$ cat src/rtl/keypad_display_master.sv
// rtl/keypad_display_master.sv - keypad poller driving an 8-digit BCD display register
// Polls the keypad register, edge-detects presses, and writes the display buffer on change.
module keypad_display_master #(
  parameter int          POLL_INTERVAL = 1000,
  parameter logic [3:0]  KEY_ADDR      = 4'h0,
  parameter logic [3:0]  DISP_ADDR     = 4'h4,
  parameter logic [3:0]  IDLE_ADDR     = 4'hF
) (
  input  logic        clk,
  input  logic        reset,
  input  logic        enable,
  output logic [3:0]  address,
  output logic [31:0] wdata,
  output logic        writeEnable,
  input  logic [31:0] rdata,
  output logic [31:0] display_value,
  output logic [7:0]  key_count,
  output logic        busy
);

  localparam int CW = (POLL_INTERVAL > 1) ? $clog2(POLL_INTERVAL) : 1;
  localparam logic [CW-1:0] LAST_CNT = CW'(POLL_INTERVAL - 1);

  typedef enum logic [2:0] {S_IDLE, S_RD_REQ, S_RD_WAIT, S_DECODE, S_WR} state_t;

  state_t        r_state, w_next_state;
  logic [CW-1:0] r_cnt, w_cnt_next;
  logic [7:0]    r_code, w_code_next;
  logic          r_last_valid, w_last_valid_next;
  logic [7:0]    r_last_code, w_last_code_next;
  logic [31:0]   w_disp_next, w_wdata_next;
  logic [7:0]    w_kc_next;
  logic [3:0]    w_addr_next;
  logic          w_we_next;
  logic          w_accept;
  logic [3:0]    w_key;
  logic          w_unused_rdata;

  assign w_unused_rdata = ^{rdata[31:8], rdata[6:4]};
  assign w_key    = r_code[3:0];
  assign w_accept = r_code[7] && (!r_last_valid || (r_code != r_last_code));

  always_ff @(posedge clk or posedge reset) begin
    if (reset) begin
      r_state       <= S_IDLE;
      r_cnt         <= '0;
      r_code        <= '0;
      r_last_valid  <= 1'b0;
      r_last_code   <= '0;
      address       <= IDLE_ADDR;
      wdata         <= '0;
      writeEnable   <= 1'b0;
      display_value <= '0;
      key_count     <= '0;
      busy          <= 1'b0;
    end else begin
      r_state       <= w_next_state;
      r_cnt         <= w_cnt_next;
      r_code        <= w_code_next;
      r_last_valid  <= w_last_valid_next;
      r_last_code   <= w_last_code_next;
      address       <= w_addr_next;
      wdata         <= w_wdata_next;
      writeEnable   <= w_we_next;
      display_value <= w_disp_next;
      key_count     <= w_kc_next;
      busy          <= (w_next_state != S_IDLE);
    end
  end

  always_comb begin
    w_next_state      = r_state;
    w_cnt_next        = r_cnt;
    w_code_next       = r_code;
    w_last_valid_next = r_last_valid;
    w_last_code_next  = r_last_code;
    w_disp_next       = display_value;
    w_kc_next         = key_count;
    w_addr_next       = IDLE_ADDR;
    w_wdata_next      = wdata;
    w_we_next         = 1'b0;

    case (r_state)
      S_IDLE: begin
        if (enable) begin
          if (r_cnt == LAST_CNT) begin
            w_cnt_next   = '0;
            w_next_state = S_RD_REQ;
          end else begin
            w_cnt_next = r_cnt + 1'b1;
          end
        end
      end
      S_RD_REQ:  w_next_state = S_RD_WAIT;
      S_RD_WAIT: begin
        // bits 6:4 are masked so they cannot defeat the hold-key suppression
        w_code_next  = {rdata[7], 3'b000, rdata[3:0]};
        w_next_state = S_DECODE;
      end
      S_DECODE: begin
        w_last_valid_next = r_code[7];
        w_last_code_next  = r_code;
        if (w_accept) begin
          if (w_key <= 4'd9) begin
            w_disp_next = {display_value[27:0], w_key};
            w_kc_next   = key_count + 8'd1;
          end else if (w_key == 4'hA) begin
            w_disp_next = '0;
            w_kc_next   = key_count + 8'd1;
          end else if (w_key == 4'hB) begin
            w_disp_next = display_value >> 4;
            w_kc_next   = key_count + 8'd1;
          end
        end
        w_next_state = (w_disp_next != display_value) ? S_WR : S_IDLE;
      end
      S_WR:    w_next_state = S_IDLE;
      default: w_next_state = S_IDLE;
    endcase

    // address/strobe are registered copies keyed off the state being entered
    case (w_next_state)
      S_RD_REQ, S_RD_WAIT: w_addr_next = KEY_ADDR;
      S_WR: begin
        w_addr_next  = DISP_ADDR;
        w_wdata_next = w_disp_next;
        w_we_next    = 1'b1;
      end
      default: w_addr_next = IDLE_ADDR;
    endcase
  end

endmodule

$ cat config.mk
export PLATFORM = sky130hd
export DESIGN_NAME = keypad_display_master
export DESIGN_NICKNAME = d
export VERILOG_FILES = /design/src/rtl/keypad_display_master.sv
export SDC_FILE = /design/constraint.sdc
export NUM_CORES = 1
export LEC_CHECK = 0
export CAP_MARGIN = 20
export CELL_PAD_IN_SITES_DETAIL_PLACEMENT = 0
export CELL_PAD_IN_SITES_GLOBAL_PLACEMENT = 2
export CORE_ASPECT_RATIO = 1.4
export CORE_MARGIN = 2
export CORE_UTILIZATION = 32
export CTS_CLUSTER_SIZE = 40
export DETAILED_ROUTE_END_ITERATION = 16
export PLACE_DENSITY_LB_ADDON = 0.05
export SLEW_MARGIN = 15
export SYNTH_ARGS = -nofsm -noshare
export SYNTH_HDL_FRONTEND = slang
export SYNTH_SLANG_ARGS = --single-unit
export TNS_END_PERCENT = 100
$ cat constraint.sdc
create_clock -name clk -period 4.6 [get_ports clk]
set_clock_uncertainty 0.05 [all_clocks]
set_input_delay 0.92 -clock clk [delete_from_list [all_inputs] [get_ports clk]]
set_output_delay 0.92 -clock clk [all_outputs]
set_load 0.02 [all_outputs]
==> results of run 1 <==
-- final timing paths --
kind,depth (start not counted),start,slack (ns),end
hold / removal,1,key_count[7]$_DFFE_PP0P_,0.42,key_count[7]$_DFFE_PP0P_
hold reg to reg,1,key_count[7]$_DFFE_PP0P_,0.42,key_count[7]$_DFFE_PP0P_
min in group asynchronous,2,reset,0.95,display_value[7]$_DFF_PP0_
max in group asynchronous,3,reset,2.83,address[2]$_DFF_PP1_
setup reg to reg,8,r_code[3]$_DFFE_PP0N_,0.78,wdata[10]$_DFFE_PP0P_
setup / recovery,8,r_code[3]$_DFFE_PP0N_,0.78,wdata[10]$_DFFE_PP0P_
-- logic make-up (layout without fill, tap and decap cells) --
group / count (synthesis) / after routing / synth area share (%)
mux: 34 / 34 / 9.00
flops: 99 / 99 / 46.1
xor+xnor: 15 / 15 / 2.44
fa+ha+maj: 2 / 2 / 0.465
buf+inv: 66 / 141 / 6.24
simple gates: 174 / 174 / 15.6
compound gates: 156 / 156 / 20.1
-- worst max-delay path: cells and delay by family, from the launching register on --
| family | cells | cell delay, ns |
|---|---|---|
| multiplexers | 1 | 0.30 |
| AND/OR/NAND/NOR | 2 | 0.69 |
| flip-flops | 1 | 0.92 |
| AO/OA/AOI/OAI | 3 | 1.03 |
| buffers and inverters | 2 | 0.67 |
-- power by group through the flow --
stage	Combinational (mW)	Clock (mW)	Sequential [mW]
2_1_floorplan	0.454	0	1.01
3_3_place_gp	0.654	0	1.07
3_5_place_dp	0.648	0	1.07
4_1_cts	0.650	0.911	1.05
5_1_grt	0.715	0.940	1.06
6_report	0.656	0.880	1.05
-- flip-flops by register name, summed over array words and instances, names as in the netlist --
name and count:
address 2, busy 1, display_value 32, key_count 8
r_cnt 10, r_code 5, r_last_code 4, r_last_valid 1
r_state 3, wdata 32, writeEnable 1
-- per-stage QoR --
| stage | instance area [um^2] | instances |
|---|---|---|
| final | 6760 | 824 |
| after CTS | 6760 | 824 |
| after global routing | 6760 | 824 |
| after global placement | 6410 | 808 |
| after detailed placement | 6410 | 808 |
| after floorplan | 5380 | 546 |
-- cells in the mapped netlist, types with 8 or more instances --
cell	number	area (um^2)
a41oi_1	8	70.1
nand3_1	10	50.1
nand2b_1	23	144
a22oi_1	12	90.1
inv_1	21	78.8
a21oi_1	18	90.1
dfrtp_1	97	2430
mux2_4	27	405
nor2_1	19	71.3
xnor2_1	11	96.3
o21ai_0	35	175
buf_2	13	65.1
nand4_1	16	100
nand2_1	80	300
clkbuf_1	21	78.8
o22ai_1	19	119
-- layout make-up --
| type | instances | area [um^2] | area share, % |
|---|---|---|---|
| sequential | 99 | 2480 | 36.7 |
| clock inverter | 5 | 108 | 1.59 |
| inverter | 22 | 85.1 | 1.26 |
| timing repair buffer | 103 | 1020 | 15.1 |
| tap | 203 | 254 | 3.76 |
| clock buffer | 11 | 243 | 3.59 |
| multi-input combinational | 381 | 2570 | 38.0 |
-- routing by layer --
layer	vias up	track usage, %
li1	2131	-
met1	2330	25.0
met2	157	36.9
met3	19	3.47
met4	0	5.81
met5	-	0
==> impl_metrics.env, run 1 <==
export IMPL_status="finished clean"
export IMPL_p_clk_share_pct=34.0
export IMPL_clock_latency_ns=0.35
export IMPL_grt_overflow=0
export IMPL_syn_area_per_cell_um2=9.85
export IMPL_finalWorstSetupSlack_ns=0.783
export IMPL_synth_cell_types=64
export IMPL_cts_made_buffers=9
export IMPL_leakage_nw=2.76
export IMPL_die_area_um2=17900
export IMPL_rows=56
export IMPL_cts_buffer_depth=2
export IMPL_finalNetCount=653
export IMPL_io_pins=113
export IMPL_fin_util_pct=40.7
export IMPL_syn_inst=546
export IMPL_hold_path_class="reg -> reg"
export IMPL_place_ws_ns=0.850
export IMPL_avgViaCountPerCell=5.63
export IMPL_wl_per_cell_um=21.4
export IMPL_gp_congestion=0.848
export IMPL_grt_use_total_pct=20.4
export IMPL_worst_pin_slew_ns=0.889
export IMPL_wl_met3_um=885
export IMPL_path_clk_slew_ns=0.07
export IMPL_cp_end_kind="register"
export IMPL_antenna_found_initial=0
export IMPL_core_area_um2=16600
export IMPL_top_layer_used="met4"
export IMPL_totalWireLength_um=17600
export IMPL_intPower_mw=1.70
export IMPL_power_density_nw_per_um2=383
export IMPL_critPathLaunchType="register"
export IMPL_slew_headroom_pct=40.7
export IMPL_cts_sinks=99
export IMPL_synth_edf_count=0
export IMPL_grt_start_max_net_pins=52
export IMPL_crit_arrival_ns=4.00
export IMPL_crit_chain="inv_1, a221oi_1, o221ai_1, nor4_1, nand4_1, o21a_2, buf_12, mux2_4"
export IMPL_async_flop_share_pct=100
export IMPL_rsz0062_at_grt="false"
export IMPL_p_switching_uw=887
export IMPL_synth_nets=583
export IMPL_critical_path_class="reg -> reg"
export IMPL_ant_nets=0
export IMPL_wl_met1_um=7280
export IMPL_yosys_warnings=0
export IMPL_dp_hpwl_um=12600
export IMPL_finalMaxSlewViolations=0
export IMPL_setup_tns_ns=0
export IMPL_hold_ws_ns=0.425
export IMPL_p_seq_share_pct=40.7
export IMPL_num_fill_cells=1685
export IMPL_die_y_um=157
export IMPL_max_vdd_ir_drop_mv=0.198
export IMPL_cts_tree="built"
export IMPL_power_mw=2.59
export IMPL_htree_levels=3
export IMPL_drtIter0Drc=286
export IMPL_grt_pass1_vias=4771
export IMPL_layout_commonest_cell="dfrtp_1"
export IMPL_firstDrtPassIters=5
export IMPL_synth_area_um2=5380
export IMPL_antennaDiodeCount=0
export IMPL_route_detailed_drc=0
export IMPL_syn_to_final_growth_pct=25.7
export IMPL_timing_hold_violations_final=0
export IMPL_cts_resized=0
export IMPL_drive_gt1_share_pct=12.6
export IMPL_period_needed_ns=3.82
export IMPL_slowest_stage="dfrtp_1"
export IMPL_start_util_pct=32.4
export IMPL_cp_max_fo=22
export IMPL_port_buffers=85
export IMPL_required_ns=4.78
export IMPL_yosysSeqAreaShare_pct=46.1
export IMPL_cts_root_buffer="clkbuf_16"
export IMPL_dieWidth_um=114
export IMPL_post_route_period_util_pct=83.0
export IMPL_wl_met2_um=9160
export IMPL_swShare_pct=34.3
export IMPL_fmax_mhz=262
export IMPL_finalSetupViolCount=0
export IMPL_post_cts_buffers=0
export IMPL_holdBufCountCts=0
export IMPL_grt_pass1_wl_um=27900
export IMPL_vias=4637
export IMPL_pwr_share_comb_pct=25.3
export IMPL_synth_ff_type="dfrtp_1"
export IMPL_ys_ff_latch=99
export IMPL_final_cell_mix="dfrtp_1 (97), clkdlybuf4s50_1 (85), nand2_1 (80), o21ai_0 (35), mux2_4 (27)"
export IMPL_critical_path_max_stage_delay_ns=0.92
export IMPL_drv_max_cap_violation_count=0
No activity file was read; power rests on OpenSTA's default activity.
==> run 2, diff against run 1 <==
==> constraint.sdc (replaced) <==
create_clock -name clk -period 3.9 [get_ports clk]
set_clock_uncertainty 0.05 [all_clocks]
set_input_delay 0.78 -clock clk [delete_from_list [all_inputs] [get_ports clk]]
set_output_delay 0.78 -clock clk [all_outputs]
set_load 0.02 [all_outputs]
==> impl_metrics.env, run 2 (synthesis results as in run 1) <==
export IMPL_cts_tree="built"
export IMPL_status="finished clean"
export IMPL_worst_path_buf_inv=4
export IMPL_r2r_end="wdata[15]$_DFFE_PP0P_"
export IMPL_port_buffers=85
export IMPL_critical_path_max_stage_delay_ns=0.55
export IMPL_reg2reg_from="r_code[3]$_DFFE_PP0N_"
export IMPL_cts_resized=0
export IMPL_start_util_pct=32.4
export IMPL_clock_latency_ns=0.35
export IMPL_drive_gt1_share_pct=14.4
export IMPL_cp_end_kind="register"
export IMPL_max_vdd_ir_drop_mv=0.246
export IMPL_setup_tns_ns=0
export IMPL_period_needed_ns=3.30
export IMPL_path_delay_family="buffers and inverters"
export IMPL_grt_pass1_vias=4776
export IMPL_final_cell_mix="dfrtp_1 (97), clkdlybuf4s50_1 (85), nand2_1 (80), o21ai_0 (35), buf_4 (28)"
export IMPL_antenna_found_initial=0
export IMPL_drtIter0Drc=320
export IMPL_rows=56
export IMPL_path_clk_slew_ns=0.07
export IMPL_power_density_nw_per_um2=436
export IMPL_firstDrtPassIters=5
export IMPL_crit_chain="buf_12, nand2_1, buf_4, nand2_1, a222oi_1, o22ai_1, nor4_1, buf_4, nand4_1, o21a_2, buf_12, mux2_4"
export IMPL_core_area_um2=16600
export IMPL_grt_start_max_net_pins=53
export IMPL_finalNetCount=667
export IMPL_slew_headroom_pct=32.5
export IMPL_syn_to_final_growth_pct=26.9
export IMPL_avgViaCountPerCell=5.68
export IMPL_cts_sinks=99
export IMPL_num_fill_cells=1671
export IMPL_cts_buffer_depth=2
export IMPL_final_area_um2=6820
export IMPL_grt_pass1_wl_um=28300
export IMPL_wl_per_cell_um=21.5
export IMPL_reg2regPathDepth=12
export IMPL_reg_top3="display_value (32), wdata (32), r_cnt (10)"
export IMPL_grt_use_total_pct=20.7
export IMPL_leakage_nw=2.80
export IMPL_htree_levels=3
export IMPL_fin_util_pct=41.1
export IMPL_antennaDiodeCount=0
export IMPL_placed_area_um2=6520
export IMPL_cp_max_fo=31
export IMPL_reg2reg_setup_slack_ns=0.60
export IMPL_slowest_stage="dfrtp_1"
export IMPL_rsz0062_at_grt="false"
export IMPL_dp_hpwl_um=12900
export IMPL_route_detailed_drc=0
export IMPL_worst_pin_slew_ns=1.01
export IMPL_gp_congestion=0.863
export IMPL_cts_made_buffers=9
export IMPL_holdBufCountCts=0
export IMPL_cp_endpoint="wdata[15]$_DFFE_PP0P_"
export IMPL_critical_path_class="reg -> reg"
export IMPL_worstSetupStartpoint="r_code[3]$_DFFE_PP0N_"
export IMPL_die_area_um2=17900
export IMPL_hold_path_class="reg -> reg"
export IMPL_critPathLaunchType="register"
export IMPL_layout_commonest_cell="dfrtp_1"
export IMPL_grt_overflow=0
export IMPL_finalSetupViolCount=0
export IMPL_crit_cells=12
export IMPL_ant_nets=0
export IMPL_timing_hold_violations_final=0
export IMPL_cts_root_buffer="clkbuf_16"
export IMPL_required_ns=4.08
export IMPL_dieWidth_um=114
export IMPL_finalMaxSlewViolations=0
export IMPL_vias=4758
export IMPL_drv_max_cap_violation_count=0
export IMPL_crit_arrival_ns=3.48
export IMPL_post_cts_buffers=0
export IMPL_totalWireLength_um=18000
export IMPL_post_route_period_util_pct=84.5
export IMPL_die_y_um=157
export IMPL_io_pins=113
export IMPL_fmax_mhz=303
-- run 2: worst min-delay path by stage --
| stage | depth (start not counted) | start | to |
|---|---|---|---|
| 3_3_place_gp | 2 | r_last_valid$_DFFE_PP0P_ | r_last_valid$_DFFE_PP0P_ |
| 5_1_grt | 1 | key_count[7]$_DFFE_PP0P_ | key_count[7]$_DFFE_PP0P_ |
| 2_1_floorplan | 2 | r_last_valid$_DFFE_PP0P_ | r_last_valid$_DFFE_PP0P_ |
| 6_report | 1 | key_count[7]$_DFFE_PP0P_ | key_count[7]$_DFFE_PP0P_ |
| 4_1_cts | 1 | key_count[7]$_DFFE_PP0P_ | key_count[7]$_DFFE_PP0P_ |
| 3_5_place_dp | 1 | key_count[7]$_DFFE_PP0P_ | key_count[7]$_DFFE_PP0P_ |
-- run 2: final cells by class --
cell class | instances | area [um^2] | area share (%)
clock inverters | 5 | 61.3 | 0.898
well taps | 203 | 254 | 3.72
multi-input cells | 381 | 2560 | 37.6
clock buffers | 10 | 239 | 3.50
repair buffers | 117 | 1140 | 16.7
flip-flops and latches | 99 | 2480 | 36.3
inverters | 22 | 85.1 | 1.25
-- run 2: worst reg2reg max path, delay by kind of cell (launching register included) --
kind	cells	cell delay [ns]
compound gates	3	0.80
mux	1	0.32
flops	1	0.55
simple gates	4	0.64
buf+inv	4	0.81
-- run 2: through the flow --
stage	hold WS [ns]	instances	worst slack, ns	power (mW)
2_1_floorplan	0.396	546	0.483	1.73
3_3_place_gp	0.409	822	0.596	2.07
3_5_place_dp	0.412	822	0.638	2.08
4_1_cts	0.427	837	0.604	3.00
5_1_grt	0.467	837	0.422	3.13
6_report	0.425	837	0.604	2.98
-- run 2: report_power, final --
group,switching (mW),total (mW),internal (mW)
sequential,0.113,1.21,1.10
clock,0.394,0.907,0.513
combinational,0.558,0.854,0.296
-- run 2: per-layer routing --
metal / GRT usage (%) / share of wire [%]
met5: 0 / 0
met4: 6.85 / 1.7
met3: 3.66 / 5.2
met2: 36.6 / 52
met1: 25.5 / 41
==> run 3, diff against run 2 <==
--- a/config.mk
+++ b/config.mk
@@ -10,7 +10,7 @@
 export CELL_PAD_IN_SITES_GLOBAL_PLACEMENT = 2
 export CORE_ASPECT_RATIO = 1.4
 export CORE_MARGIN = 2
-export CORE_UTILIZATION = 32
+export CORE_UTILIZATION = 29
 export CTS_CLUSTER_SIZE = 40
 export DETAILED_ROUTE_END_ITERATION = 16
 export PLACE_DENSITY_LB_ADDON = 0.05
==> constraint.sdc (replaced) <==
create_clock -name clk -period 2.9 [get_ports clk]
set_clock_uncertainty 0.05 [all_clocks]
set_input_delay 0.58 -clock clk [delete_from_list [all_inputs] [get_ports clk]]
set_output_delay 0.58 -clock clk [all_outputs]
set_load 0.02 [all_outputs]
==> impl_metrics.env, run 3 (synthesis results as in run 1) <==
export IMPL_route_detailed_drc=0
export IMPL_p_seq_share_pct=33.5
export IMPL_cts_tree="built"
export IMPL_wl_met2_um=10500
export IMPL_finalMaxSlewViolations=0
export IMPL_power_density_nw_per_um2=606
export IMPL_die_y_um=165
export IMPL_syn_to_final_growth_pct=46.8
export IMPL_place_ws_ns=-0.219
export IMPL_pwr_share_comb_pct=37.2
export IMPL_setup_tns_ns=0
export IMPL_finalWorstSetupSlack_ns=0.00326
export IMPL_fmax_mhz=345
export IMPL_dieWidth_um=119
export IMPL_wl_met3_um=834
export IMPL_worstSetupStartpoint="r_code[3]$_DFFE_PP0N_"
export IMPL_dp_hpwl_um=14700
export IMPL_grt_overflow=0
export IMPL_rsz0062_at_grt="true"
export IMPL_start_util_pct=29.8
export IMPL_final_cell_mix="buf_4 (106), dfrtp_1 (95), clkdlybuf4s50_1 (85), nand2_1 (78), o21ai_0 (35)"
export IMPL_drive_gt1_share_pct=29.3
export IMPL_cts_made_buffers=9
export IMPL_drv_max_cap_violation_count=0
export IMPL_cp_max_fo=14
export IMPL_holdBufCountCts=0
export IMPL_hold_path_class="reg -> reg"
export IMPL_critPathLaunchType="register"
export IMPL_max_vdd_ir_drop_mv=0.291
export IMPL_swShare_pct=33.6
export IMPL_vias=5045
export IMPL_slew_headroom_pct=61.3
export IMPL_cts_sinks=99
export IMPL_critical_path_class="reg -> reg"
export IMPL_grt_pass1_vias=5205
export IMPL_layout_commonest_cell="buf_4"
export IMPL_grt_use_total_pct=20.8
export IMPL_p_switching_mw=1.61
export IMPL_reg2reg_from="r_code[3]$_DFFE_PP0N_"
export IMPL_required_ns=3.08
export IMPL_worst_pin_slew_ns=0.580
export IMPL_totalWireLength_um=20300
export IMPL_cts_buffer_depth=2
export IMPL_clock_latency_ns=0.35
export IMPL_avgViaCountPerCell=5.22
export IMPL_cp_end_kind="register"
export IMPL_leakage_nw=3.32
export IMPL_reg2regPathDepth=11
export IMPL_p_clk_share_pct=29.3
export IMPL_io_pins=113
export IMPL_worstHoldStart="r_last_valid$_DFFE_PP0P_"
export IMPL_wl_met1_um=8350
export IMPL_cp_endpoint="wdata[10]$_DFFE_PP0P_"
export IMPL_antenna_found_initial=0
export IMPL_core_area_um2=18100
export IMPL_timing_hold_violations_final=0
export IMPL_placedCellCount=931
export IMPL_status="finished clean"
export IMPL_r2r_end="wdata[10]$_DFFE_PP0P_"
export IMPL_wl_per_cell_um=21.0
export IMPL_finalSetupViolCount=0
export IMPL_top_layer_used="met4"
export IMPL_finalNetCount=758
export IMPL_grt_pass1_wl_um=30800
export IMPL_post_route_period_util_pct=99.9
export IMPL_antennaDiodeCount=0
export IMPL_gp_congestion=0.863
export IMPL_port_buffers=85
export IMPL_drtIter0Drc=306
export IMPL_grt_start_max_net_pins=100
export IMPL_firstDrtPassIters=5
export IMPL_rows=58
export IMPL_reg_top3="display_value (32), wdata (32), r_cnt (10)"
export IMPL_ant_nets=0
export IMPL_htree_levels=3
export IMPL_reg2reg_setup_slack_ns=0.003
export IMPL_cts_root_buffer="clkbuf_16"
export IMPL_period_needed_ns=2.90
export IMPL_path_clk_slew_ns=0.07
export IMPL_crit_arrival_ns=3.07
export IMPL_die_area_um2=19700
export IMPL_stdcell_count=966
export IMPL_intPower_mw=3.18
run 3: worst min path at each step:
stage                                           to  slack (ns)  cells past startpoint
final                     r_last_valid$_DFFE_PP0P_        0.43                      2
after global routing          r_cnt[9]$_DFFE_PP0P_        0.46                      1
after CTS                 r_last_valid$_DFFE_PP0P_        0.43                      2
after detailed placement  r_last_valid$_DFFE_PP0P_        0.42                      2
after global placement    key_count[7]$_DFFE_PP0P_        0.41                      1
after floorplan           r_last_valid$_DFFE_PP0P_        0.40                      2
run 3: power groups by stage:
stage	logic, mW	clock network [mW]	registers (mW)
finish	1.78	1.40	1.60
global route	1.92	1.51	1.62
CTS	1.54	1.45	1.60
detailed placement	1.43	0	1.62
global placement	1.43	0	1.61
floorplan	0.721	0	1.60
run 3: area by class of cell:
type	instances	area, um^2
Fill cell	1776	10200
Inverter	22	92.6
Timing Repair Buffer	208	1900
Multi-Input combinational cell	381	2770
Sequential cell	99	2480
Tap cell	240	300
Clock inverter	4	98.8
Clock buffer	12	246
run 3: metal layers:
layer,GRT usage [%],vias up
li1,-,2347
met1,25.4,2524
met2,36.6,142
met3,3.13,32
met4,9.04,0
met5,0,-
run 3: stage by stage:
stage	utilization [%]	total power, mW	hold WS, ns	cell area (um^2)
6_report	43.7	4.79	0.432	7900
5_1_grt	43.7	5.05	0.464	7900
4_1_cts	41.9	4.58	0.433	7570
3_5_place_dp	39.4	3.05	0.416	7120
3_3_place_gp	39.4	3.04	0.411	7120
2_1_floorplan	-	2.32	0.396	5380
run 3: what timing repair did:
item	CTS	global route
gates cloned	0	2
buffers inserted	4	13
gates resized for setup	18	40
endpoints found under the setup margin	33	32
pin swaps	3	8
hold endpoints to repair	0	0
run 3: worst max-delay path, stage by stage (launching register included):
cell and delay [ns]:
dfrtp_2 0.46, buf_6 0.14, buf_6 0.13, a21boi_0 0.12, o211a_1 0.22, a41oi_2 0.24, nand4_1 0.23, nor4_4 0.20
nand4_1 0.19, o21a_4 0.31, buf_12 0.17, mux2_4 0.29
==> RTL change 1 (config.mk and constraints of run 2) <==
Set the parameter `POLL_INTERVAL` to 500 (it was 1000).
--- a/src/rtl/keypad_display_master.sv
+++ b/src/rtl/keypad_display_master.sv
@@ -1,7 +1,7 @@
 // rtl/keypad_display_master.sv - keypad poller driving an 8-digit BCD display register
 // Polls the keypad register, edge-detects presses, and writes the display buffer on change.
 module keypad_display_master #(
-  parameter int          POLL_INTERVAL = 1000,
+  parameter int          POLL_INTERVAL = 500,
   parameter logic [3:0]  KEY_ADDR      = 4'h0,
   parameter logic [3:0]  DISP_ADDR     = 4'h4,
   parameter logic [3:0]  IDLE_ADDR     = 4'hF
Function: no difference found for any inputs over 10 cycles, from zero or initial values and one cycle with reset high; that may be too few to reach the edited logic, so the function may still have changed.
==> RTL change 1 against run 2 <==
The run now ends with DRC left. Critical path depth fell by 2. Routed wire length shrank 2.1%. Non-clock buffer count decreased by 4. Worst setup slack got worse by 0.17 ns. Via count decreased by 4.5%. Hold slack worse by 0.012 ns. Area after synthesis shrank 0.56%. Design area down 0.51%. Sequential cell count shrank 1. Critical endpoint is now wdata[20]$_DFFE_PP0P_. Largest cell class unchanged.
Power is not compared: it rests on default switching activity, and its combinational part moved more than twofold at a synthesized area within 25%.
==> RTL change 1: results (changes against run 2) <==
Status
  – Status: complete, but fails checks (was complete, no violations)
  – Failing checks: DRC

Worst setup path
  – Worst r2r src: r_code[1]$_DFFE_PP0N_ (was r_code[3]$_DFFE_PP0N_)
  – Max FO, Critical Path: 21 (was 31)
  – R2R cell count: 10 (was 12)

Place
  – Place WS: 0.515 ns (was 0.638 ns)
  – Placed insts: 809 (was 822)
  – Placer Congestion: 0.885 (was 0.863)
  – Placed Area: 6480 um^2 (was 6520 um^2)

Final layout
  – Inverter count: 28 (was 22)
  – Bufs w/o clock: 113 (was 117)
  – Multi-input logic area: 2570 um^2 (was 2560 um^2)
  – Util after Layout: 0.418 (was 0.411)
  – ClkCell Share: 0.0461 (was 0.0440)
  – Seq area share: 0.362 (was 0.363)
  – Layout cells sized above 1: 0.147 (was 0.144)

Yosys
  – Register area share after synthesis: 0.459 (was 0.461)
  – Post-Syn Nets: 577 (was 583)
  – Synth area leaders: dfrtp_1 45%, mux2_4 5.1%, nand2_1 5.1% (was dfrtp_1 45%, mux2_4 7.5%, nand2_1 5.6%)
  – Post-synth top cells: 96 x dfrtp_1, 72 x nand2_1, 37 x o21ai_0 (was 97 x dfrtp_1, 80 x nand2_1, 35 x o21ai_0)
  – Fraction of the mapped netlist area in adder cells: 0.00468 (was 0.00465)

GRT
  – First-pass GRT wire length: 28,200 um (was 28,300 um)
  – Largest net degree at the start of global routing: 58 (was 53)
  – Total global-route track usage: 0.207 (about the same)

Detailed routing
  – Detailed Route Iter0 Violations: 323 (was 320)
  – Drt first pass iters: 11 (was 5)
  – Drt wl/cell: 21.4 um (was 21.5 um)
  – Residual DRC count: 2 (was 0)
  – Via count: 4,546 (was 4,758)

Timing
  – Hold slack: 0.412 ns (was 0.425 ns)
  – Final min period: 3.47 ns (was 3.30 ns)
  – Slew HR: 0.530 (was 0.325)

Clock network
  – TritonCTS sink count: 98 (was 99)
-- RTL change 1: kinds of logic after synthesis --
| group | after synthesis |
|---|---|
| xor+xnor | 20 |
| compound gates | 154 |
| flops | 98 |
| buf+inv | 71 |
| mux | 38 |
| fa+ha+maj | 2 |
| simple gates | 157 |
-- RTL change 1: worst max-delay path, stage by stage, from the launching register on --
cell	delay, ns
dfrtp_1	0.67
buf_4	0.25
and4b_1	0.53
a22oi_1	0.17
a221oi_1	0.40
o2111ai_1	0.18
nor2_1	0.12
and4_1	0.32
o22ai_4	0.12
buf_12	0.20
mux2_4	0.31
-- RTL change 1: metal layers --
layer  up-vias  GRT usage  wire length (um)
li1       2105          -                 -
met1      2269      0.275              7710
met2       145      0.347              8720
met3        27     0.0323               813
met4         0     0.0639               383
met5         -          0                 0
-- RTL change 1: report_power, final --
| part | internal [mW] | switching [mW] |
|---|---|---|
| registers | 1.04 | 0.0291 |
| clock network | 0.523 | 0.408 |
| logic | 0.0340 | 0.0407 |
| total | 1.60 | 0.478 |
==> RTL change 2 (settings of run 2) <==
Made on the original files. Add an input register stage for `enable` and `rdata`; this delays them by one clock.
--- a/src/rtl/keypad_display_master.sv
+++ b/src/rtl/keypad_display_master.sv
@@ -23,6 +23,14 @@
 
   typedef enum logic [2:0] {S_IDLE, S_RD_REQ, S_RD_WAIT, S_DECODE, S_WR} state_t;
 
+  logic enable_q;
+  logic [31:0] rdata_q;
+
+  always_ff @(posedge clk) begin
+    enable_q <= enable;
+    rdata_q  <= rdata;
+  end
+
   state_t        r_state, w_next_state;
   logic [CW-1:0] r_cnt, w_cnt_next;
   logic [7:0]    r_code, w_code_next;
@@ -36,7 +44,7 @@
   logic [3:0]    w_key;
   logic          w_unused_rdata;
 
-  assign w_unused_rdata = ^{rdata[31:8], rdata[6:4]};
+  assign w_unused_rdata = ^{rdata_q[31:8], rdata_q[6:4]};
   assign w_key    = r_code[3:0];
   assign w_accept = r_code[7] && (!r_last_valid || (r_code != r_last_code));
 
@@ -82,7 +90,7 @@
 
     case (r_state)
       S_IDLE: begin
-        if (enable) begin
+        if (enable_q) begin
           if (r_cnt == LAST_CNT) begin
             w_cnt_next   = '0;
             w_next_state = S_RD_REQ;
@@ -94,7 +102,7 @@
       S_RD_REQ:  w_next_state = S_RD_WAIT;
       S_RD_WAIT: begin
         // bits 6:4 are masked so they cannot defeat the hold-key suppression
-        w_code_next  = {rdata[7], 3'b000, rdata[3:0]};
+        w_code_next  = {rdata_q[7], 3'b000, rdata_q[3:0]};
         w_next_state = S_DECODE;
       end
       S_DECODE: begin
Formal check against the unedited RTL: no difference found for any inputs over 10 cycles, from zero or initial values and one cycle with reset high; that may be too few to reach the edited logic, so the function may still have changed.
==> RTL change 2 against run 2 <==
Synthesized cell count up 25%. Design area up 9.3%. Area after synthesis increased by 12%. Count of clock-buffer cells in the layout increased by 1. Routed wire length increased by 26%. Hold slack got worse by 0.031 ns. Sequential cell count grew 6. First-iteration DRC count up 18%. Worst setup slack got worse by 0.13 ns.
Power is not compared: it rests on default switching activity, and its combinational part moved more than twofold at a synthesized area within 25%.
==> RTL change 2: results (changes against run 2) <==
Worst setup path
  – CP arrival: 3.64 ns (was 3.48 ns)
  – CP delay by family, top: compound AO/OA/AOI/OAI gates (was buffers and inverters)
  – R2r setup slk: 0.47 ns (was 0.60 ns)
  – Worst reg2reg endpoint: wdata[25]$_DFFE_PP0P_ (was wdata[15]$_DFFE_PP0P_)
  – Max FO, Critical Path: 17 (was 31)

Place
  – Place WS: 0.490 ns (was 0.638 ns)
  – Placer Congestion: 0.940 (was 0.863)
  – Placed insts: 984 (was 822)
  – Post-DP HPWL: 16,400 um (was 12,900 um)

Yosys
  – Distinct cells, synth: 72 (was 64)
  – Async SR Flop Fraction: 0.943 (was 1.00)
  – Post-Syn Nets: 720 (was 583)

GRT
  – M3 GR Usage: 0.0313 (was 0.0366)
  – Vias in the first global route: 5,705 (was 4,776)
  – First-pass GRT wire length: 35,500 um (was 28,300 um)
  – Largest net degree at the start of global routing: 64 (was 53)

Detailed routing
  – Vias per cell: 5.76 (was 5.68)
  – Drt wl/cell: 22.8 um (was 21.5 um)
  – Routed WL: 22,800 um (was 18,000 um)
  – Met3 Wirelength: 880 um (was 930 um)

Timing
  – Slew HR: 0.296 (was 0.325)

Final layout
  – Layout cells sized above 1: 0.0938 (was 0.144)

Hold path
  – Min-delay src: rdata_q[3]$_DFF_P_ (was key_count[7]$_DFFE_PP0P_)
  – Hold Path Stages: 2 (was 1)

Status
  – Status: complete, no violations (unchanged)
==> RTL change 2: power by group <==
| part | internal, mW | leakage (nW) | switching, mW |
|---|---|---|---|
| logic | 0.0379 | 1.37 | 0.0471 |
| clock network | 0.441 | 0.128 | 0.462 |
| registers | 1.12 | 1.41 | 0.0346 |
| total | 1.60 | 2.91 | 0.544 |
==> RTL change 2: worst max path at each step <==
stage	cells past startpoint	end	start	slack, ns
2_1_floorplan	1	busy$_DFF_PP0_	reset	0.48
3_3_place_gp	9	wdata[11]$_DFFE_PP0P_	r_code[3]$_DFFE_PP0N_	0.52
3_5_place_dp	9	wdata[11]$_DFFE_PP0P_	r_code[3]$_DFFE_PP0N_	0.49
4_1_cts	9	wdata[11]$_DFFE_PP0P_	r_code[3]$_DFFE_PP0N_	0.45
5_1_grt	7	wdata[12]$_DFFE_PP0P_	r_code[2]$_DFFE_PP0N_	0.31
6_report	8	wdata[25]$_DFFE_PP0P_	r_code[2]$_DFFE_PP0N_	0.47
==> RTL change 2: metrics by stage <==
stage | hold slack (ns) | cell area (um^2)
global placement | 0.375 | 7180
detailed placement | 0.386 | 7180
finish | 0.393 | 7460
floorplan | 0.360 | 6000
global route | 0.429 | 7460
CTS | 0.402 | 7450
==> RTL change 2: cell families after synthesis <==
group	share of synthesized area
buffers and inverters	0.0615
multiplexers	0.0108
XOR/XNOR	0.0277
AND/OR/NAND/NOR	0.193
adder cells (fa/ha/maj)	0.00417
flip-flops	0.433
AO/OA/AOI/OAI	0.270
==> RTL change 2: area by class of cell <==
cell class,instances,area (um^2)
Fill cell,1902,11000
Multi-Input combinational cell,491,3060
Sequential cell,105,2600
Timing Repair Buffer,120,1120
Tap cell,244,305
Clock buffer,11,233
Inverter,25,96.3
Clock inverter,5,40.0
